### src/rtl/lsu_bridge_if.sv
// Core-side memory port and word-wide request/ready bus of the load/store bridge.
// The bridge uses the slave view; the core and bus environment use the master view.
interface lsu_bridge_if;
   logic [31:0] address;
   logic [31:0] write_data;
   logic        read_enable;
   logic        write_enable;
   logic [1:0]  write_wstrb;
   logic [31:0] read_data;
   logic        mem_stall;
   logic        mem_valid;
   logic        bus_error;
   logic        misalign;
   logic        bus_req;
   logic        bus_we;
   logic [31:0] bus_addr;
   logic [31:0] bus_wdata;
   logic [3:0]  bus_be;
   logic        bus_ready;
   logic [31:0] bus_rdata;

   modport slave (
      input  address, write_data, read_enable, write_enable, write_wstrb,
      input  bus_ready, bus_rdata,
      output read_data, mem_stall, mem_valid, bus_error, misalign,
      output bus_req, bus_we, bus_addr, bus_wdata, bus_be
   );

   modport master (
      output address, write_data, read_enable, write_enable, write_wstrb,
      output bus_ready, bus_rdata,
      input  read_data, mem_stall, mem_valid, bus_error, misalign,
      input  bus_req, bus_we, bus_addr, bus_wdata, bus_be
   );
endinterface

### src/rtl/lsu_bridge.sv
// Load/store bridge: latches one core access, drives it onto the request/ready bus
// with lane alignment and byte enables. Macro LSU_MISALIGN_TRAP_EN traps misaligned accesses.
module lsu_bridge #(
   parameter int unsigned TIMEOUT_CYCLES = 16
) (
   input logic         clock,
   input logic         reset,
   lsu_bridge_if.slave lsu
);
   typedef enum logic [1:0] {IDLE, REQ, DONE} state_t;

   localparam logic [7:0] TMO_LAST = 8'(TIMEOUT_CYCLES - 1);

   state_t     state;
   logic [7:0] tmo_cnt;
   logic [1:0] off_q;
   logic       we_q;
   logic       req_present;
   logic [1:0] acc_off;
   logic       acc_mis;

   function automatic logic [3:0] lane_be(input logic [1:0] size, input logic [1:0] off);
      case (size)
         2'd0:    return 4'b0001 << off;
         2'd1:    return 4'b0011 << off;
         default: return 4'b1111;
      endcase
   endfunction

`ifdef LSU_MISALIGN_TRAP_EN
   function automatic logic is_misaligned(input logic [1:0] size, input logic [1:0] off);
      case (size)
         2'd0:    return 1'b0;
         2'd1:    return off[0];
         default: return off != 2'b00;
      endcase
   endfunction
`else
   function automatic logic [1:0] align_off(input logic [1:0] size, input logic [1:0] off);
      case (size)
         2'd0:    return off;
         2'd1:    return {off[1], 1'b0};
         default: return 2'b00;
      endcase
   endfunction
`endif

   assign req_present   = lsu.read_enable | lsu.write_enable;
   assign lsu.mem_stall = ((state == IDLE) && req_present) || (state == REQ);

   always_comb begin
`ifdef LSU_MISALIGN_TRAP_EN
      acc_off = lsu.address[1:0];
      acc_mis = is_misaligned(lsu.write_wstrb, lsu.address[1:0]);
`else
      acc_off = align_off(lsu.write_wstrb, lsu.address[1:0]);
      acc_mis = 1'b0;
`endif
   end

   always_ff @(posedge clock) begin
      if (reset) begin
         state         <= IDLE;
         tmo_cnt       <= 8'd0;
         off_q         <= 2'b00;
         we_q          <= 1'b0;
         lsu.read_data <= 32'd0;
         lsu.mem_valid <= 1'b0;
         lsu.bus_error <= 1'b0;
         lsu.misalign  <= 1'b0;
         lsu.bus_req   <= 1'b0;
         lsu.bus_we    <= 1'b0;
         lsu.bus_addr  <= 32'd0;
         lsu.bus_wdata <= 32'd0;
         lsu.bus_be    <= 4'd0;
      end else begin
         // Status flags live for exactly the one DONE cycle.
         lsu.mem_valid <= 1'b0;
         lsu.bus_error <= 1'b0;
         lsu.misalign  <= 1'b0;
         case (state)
            IDLE: begin
               if (req_present) begin
                  off_q   <= acc_off;
                  we_q    <= lsu.write_enable;
                  tmo_cnt <= 8'd0;
                  if (acc_mis) begin
                     state         <= DONE;
                     lsu.mem_valid <= 1'b1;
                     lsu.misalign  <= 1'b1;
                     lsu.read_data <= 32'd0;
                  end else begin
                     state         <= REQ;
                     lsu.bus_req   <= 1'b1;
                     lsu.bus_we    <= lsu.write_enable;
                     lsu.bus_addr  <= {lsu.address[31:2], 2'b00};
                     lsu.bus_wdata <= lsu.write_data << {acc_off, 3'b000};
                     lsu.bus_be    <= lsu.write_enable ? lane_be(lsu.write_wstrb, acc_off) : 4'd0;
                  end
               end
            end
            REQ: begin
               // A ready on the final allowed cycle still completes normally.
               if (lsu.bus_ready || (tmo_cnt == TMO_LAST)) begin
                  state         <= DONE;
                  lsu.mem_valid <= 1'b1;
                  lsu.bus_error <= ~lsu.bus_ready;
                  lsu.read_data <= (lsu.bus_ready && !we_q) ?
                                   (lsu.bus_rdata >> {off_q, 3'b000}) : 32'd0;
                  lsu.bus_req   <= 1'b0;
                  lsu.bus_we    <= 1'b0;
                  lsu.bus_wdata <= 32'd0;
                  lsu.bus_be    <= 4'd0;
               end else begin
                  tmo_cnt <= tmo_cnt + 8'd1;
               end
            end
            DONE: begin
               state <= IDLE;
            end
            default: begin
               state <= IDLE;
            end
         endcase
      end
   end
endmodule

### src/flat_wrapper.sv
// flat-port wrapper written by rule: the top's interface ports become plain ports
module lsu_bridge_flat 
#(
   parameter int unsigned TIMEOUT_CYCLES = 16
)
  (clock, reset, lsu_address, lsu_write_data, lsu_read_enable, lsu_write_enable, lsu_write_wstrb, lsu_bus_ready, lsu_bus_rdata, lsu_read_data, lsu_mem_stall, lsu_mem_valid, lsu_bus_error, lsu_misalign, lsu_bus_req, lsu_bus_we, lsu_bus_addr, lsu_bus_wdata, lsu_bus_be);
  lsu_bridge_if lsu_i ();
  input logic clock;
  input logic reset;
  input wire logic [$bits(lsu_i.address)-1:0] lsu_address;
  input wire logic [$bits(lsu_i.write_data)-1:0] lsu_write_data;
  input wire logic [$bits(lsu_i.read_enable)-1:0] lsu_read_enable;
  input wire logic [$bits(lsu_i.write_enable)-1:0] lsu_write_enable;
  input wire logic [$bits(lsu_i.write_wstrb)-1:0] lsu_write_wstrb;
  input wire logic [$bits(lsu_i.bus_ready)-1:0] lsu_bus_ready;
  input wire logic [$bits(lsu_i.bus_rdata)-1:0] lsu_bus_rdata;
  output wire logic [$bits(lsu_i.read_data)-1:0] lsu_read_data;
  output wire logic [$bits(lsu_i.mem_stall)-1:0] lsu_mem_stall;
  output wire logic [$bits(lsu_i.mem_valid)-1:0] lsu_mem_valid;
  output wire logic [$bits(lsu_i.bus_error)-1:0] lsu_bus_error;
  output wire logic [$bits(lsu_i.misalign)-1:0] lsu_misalign;
  output wire logic [$bits(lsu_i.bus_req)-1:0] lsu_bus_req;
  output wire logic [$bits(lsu_i.bus_we)-1:0] lsu_bus_we;
  output wire logic [$bits(lsu_i.bus_addr)-1:0] lsu_bus_addr;
  output wire logic [$bits(lsu_i.bus_wdata)-1:0] lsu_bus_wdata;
  output wire logic [$bits(lsu_i.bus_be)-1:0] lsu_bus_be;
  assign lsu_i.address = lsu_address;
  assign lsu_i.write_data = lsu_write_data;
  assign lsu_i.read_enable = lsu_read_enable;
  assign lsu_i.write_enable = lsu_write_enable;
  assign lsu_i.write_wstrb = lsu_write_wstrb;
  assign lsu_i.bus_ready = lsu_bus_ready;
  assign lsu_i.bus_rdata = lsu_bus_rdata;
  assign lsu_read_data = lsu_i.read_data;
  assign lsu_mem_stall = lsu_i.mem_stall;
  assign lsu_mem_valid = lsu_i.mem_valid;
  assign lsu_bus_error = lsu_i.bus_error;
  assign lsu_misalign = lsu_i.misalign;
  assign lsu_bus_req = lsu_i.bus_req;
  assign lsu_bus_we = lsu_i.bus_we;
  assign lsu_bus_addr = lsu_i.bus_addr;
  assign lsu_bus_wdata = lsu_i.bus_wdata;
  assign lsu_bus_be = lsu_i.bus_be;
  lsu_bridge #(.TIMEOUT_CYCLES(TIMEOUT_CYCLES)) u_core (.clock(clock), .reset(reset), .lsu(lsu_i));
endmodule
### config.mk
export PLATFORM = sky130hd
export DESIGN_NAME = lsu_bridge_flat
export DESIGN_NICKNAME = d
export VERILOG_FILES = /design/src/rtl/lsu_bridge_if.sv /design/src/rtl/lsu_bridge.sv /design/src/flat_wrapper.sv
export SDC_FILE = /design/constraint.sdc
export NUM_CORES = 1
export LEC_CHECK = 0
export BUFFER_PORTS_ARGS = -buffer_cell sky130_fd_sc_hd__buf_2
export CAP_MARGIN = 15
export CORE_MARGIN = 5
export CORE_UTILIZATION = 50
export CTS_BUF_LIST = sky130_fd_sc_hd__clkbuf_16
export CTS_CLUSTER_DIAMETER = 120
export DETAILED_ROUTE_END_ITERATION = 10
export HOLD_SLACK_MARGIN = 0.03
export PLACE_DENSITY = 0.83
export SLEW_MARGIN = 0
export SYNTH_ARGS = -nofsm -noshare
export SYNTH_HDL_FRONTEND = slang
export SYNTH_SLANG_ARGS = --single-unit
### constraint.sdc
create_clock -name clock -period 2.9 [get_ports clock]
set_clock_uncertainty 0.05 [all_clocks]
set_input_delay 0.145 -clock clock [delete_from_list [all_inputs] [get_ports clock]]
set_output_delay 0.145 -clock clock [all_outputs]
set_load 0.02 [all_outputs]
==> results.toml <==
[synth]
async_reset_ff_share_pct = 0
synth_edf_count = 0
synth_cell_types = 47
yosysTopAreaCellShare_pct = 48.1
synth.most_common_cell = "dfxtp_1"
synthesis.area_um2 = 4780
ys_warn_count = 0
synth_area_leaders = "dfxtp_1 (48%), mux2i_1 (10%), nand2_1 (7.2%)"
yosysTopAreaCell = "dfxtp_1"
ys_top_cells_by_count = "dfxtp_1 (115), nand2_1 (92), a21oi_1 (49), mux2i_1 (48)"
synth_cells = 524
ys_ff_latch = 115
ys_seq_area_share_pct = 48.1
synth.avg_cell_area_um2 = 9.13
synth_flop_cell = "dfxtp_1"

[final_layout]
nets = 875
syn_to_final_growth_pct = 45.1
fin_util_pct = 74.8
regArea_um2 = 2300
multiInputGateArea_um2 = 2300
n_fill_cell = 680
final_area_um2 = 6940
drive_above_1_share_pct = 32.4

[power]
swShare_pct = 28.0
power.switching_w = 0.00125
powerDensity_nw_per_um2 = 646
p_seq_share_pct = 39.1
power_frac_comb_pct = 17.4
p_clk_share_pct = 43.5
p_leak_nw = 3.12
internal-power_w = 0.00323
max-vdd-ir-drop_mv = 0.509

[global_routing]
grt_pass1_wl_um = 26700
antenna_found_initial = 0
grt_pass1_vias = 5270
grt_start_max_net_pins = 45
grtUsageTotal_pct = 28.8
grt_remaining_overflow = 0

[worst_setup_path]
worstPathArrival_ns = 2.41
setup.worst_path.end_class = "flip-flop"
crit_type = "in2reg"
cp_cell_sequence = "dlygate4sd3_1 > buf_2 > or3b_1 > or3_1 > nor2_1 > a221o_1"
required_ns = 3.17
reg2reg_depth = 5
max_stage_delay_ns = 0.65
crit_slowest_cell = "or3_1"
cp_max_fo = 16
start_kind = "primary input"
r2r_slack_ns = 0.85

[worst_hold_path]
hold_path_depth = 3
hold_class = "in2reg"

[clocking]
cts-resized-gates = 0
cts_tree = "done"
clockBufferDepth = 2
cts.sinks = 115
clock_latency_ns = 0.40
htree_levels = 4
cts-root-buf = "clkbuf_16"
clk_pin_slew_worst_paths_ns = 0.05
numCtsBuffers = 17

[timing]
slew_headroom_pct = 41.7
report.final.slew_viol_count = 0
finalCritPeriodShare_pct = 73.7
fin_crit_ns = 2.14
rsz0062_at_grt = "false"
hold_viol = 0
worstMarginPinSlew_ns = 0.871
setup-violations-final = 0
tns_ns = 0
fmax_mhz = 468

[drt]
drc = 0
detail_route.vias_per_cell = 5.58
post_drt_wl_per_cell_um = 18.3
ant_nets = 0
firstDrtPassIters = 5
drt_iter0_drc = 362
wirelength_um = 16700
vias = 5097

[floorplanning]
initial_core_util_pct = 51.5
die_x_um = 108
rows = 35
ios = 209
dieArea_um2 = 11600
core_area_um2 = 9280
die-height_um = 108

[run]
maxCapViolations = 0

[outcome]
status = "finished, final reports clean"

[placement]
hpwl_um = 11100
port_buffers = 205
globalplace.congestion = 0.879
place_area_um2 = 5910
## registers in the layout, indices dropped and copies added (netlist names)
register and cells:
u_core.we_q 1, u_core.lsu.bus_be 4, u_core.lsu.bus_error 1, u_core.lsu.bus_addr 30, u_core.lsu.bus_req 1, u_core.lsu.read_data 32
u_core.lsu.bus_we 1, u_core.tmo_cnt 8, u_core.lsu.mem_valid 1, u_core.state 2, u_core.lsu.bus_wdata 32, u_core.off_q 2
## layout make-up
cell class | count | area share [%]
antenna | 1 | 0.0361
clock buffer | 17 | 6.13
clock inverter | 15 | 1.82
inverter | 2 | 0.108
multi-input combinational | 367 | 33.1
sequential | 115 | 33.2
tap | 129 | 2.33
timing repair buffer | 268 | 23.3
## cell families after synthesis
family          count (synthesis)  synth area share [%]
fa+ha+maj                       1                 0.262
simple gates                  173                  16.2
compound gates                140                  20.7
other cells                     1                0.0784
xor+xnor                        2                 0.366
mux                            48                  10.0
flops                         115                  48.1
buf+inv                        44                  4.16
## power groups by stage
stage               sequential [W]  combinational [W]  clock (W)
floorplan                  0.00190           0.000305          0
global placement           0.00178           0.000689          0
detailed placement         0.00178           0.000708          0
CTS                        0.00175           0.000765    0.00196
global route               0.00176           0.000838    0.00205
finish                     0.00175           0.000779    0.00195
## metrics by stage
step / hold WS, ns / setup slack (ns) / std cells / total power, W
6_report: 0.0416 / 0.762 / 914 / 0.00448
5_1_grt: 0.0429 / 0.656 / 913 / 0.00465
3_5_place_dp: 0.341 / 0.909 / 833 / 0.00249
4_1_cts: 0.0321 / 0.811 / 913 / 0.00448
3_3_place_gp: 0.336 / 0.939 / 833 / 0.00246
2_1_floorplan: 0.174 / 1.05 / 526 / 0.00221
## layer usage
layer	GRT usage, %	part of all wire (%)
met1	31.9	38
met2	51.9	51
met3	9.00	9.5
met4	9.47	2.2
met5	0	0
## cells in the final DEF, fill, tap and decap left out, types with 2 or more instances in the layout
cell,synthesis,layout
clkinv_1,1,3
o2bb2ai_1,24,24
bufinv_16,0,2
buf_2,12,205
clkinvlp_4,0,3
o211ai_1,2,2
or3_1,4,4
dlygate4sd3_1,0,48
nor3_1,19,19
inv_1,1,4
xor2_1,2,2
dfxtp_1,115,115
and2_1,2,2
o21ai_0,11,11
a221o_1,6,6
nand2b_1,3,3
a221o_2,2,2
a32o_1,8,8
nor2_1,24,24
a22o_1,20,20
a21oi_1,49,49
nor4_1,2,2
buf_4,3,15
a21oi_2,2,2
clkinv_2,0,5
nand4_1,11,11
o22ai_1,8,8
a21o_1,3,3
clkbuf_16,0,17
nand2_1,92,92
mux2i_1,48,48
nand3_1,5,5
conb_1,1,3
## path summary, 6_finish.rpt
| path | start | to |
|---|---|---|
| worst max-delay path | lsu_bus_ready | u_core.lsu.read_data[11]$_SDFFE_PP0P_ |
| worst min-delay path | lsu_write_data[12] | u_core.lsu.bus_wdata[20]$_SDFFE_PP0P_ |
| worst max register to register | u_core.tmo_cnt[0]$_SDFFE_PP0P_ | u_core.lsu.read_data[11]$_SDFFE_PP0P_ |
| worst min register to register | u_core.lsu.bus_addr[5]$_SDFFE_PP0P_ | u_core.lsu.bus_addr[5]$_SDFFE_PP0P_ |
## critical path, delay by kind of cell
| family | cells | cell delay [ns] |
|---|---|---|
| AOI/OAI and AO/OA | 1 | 0.13 |
| buffers and inverters | 2 | 0.76 |
| and+or+nand+nor | 3 | 1.38 |
## timing repair
action | CTS | global route
setup buffers | 0 | 0
hold buffers | 48 | 0
hold endpoints to repair | 56 | 0
Power figures use the tool's default switching activity.
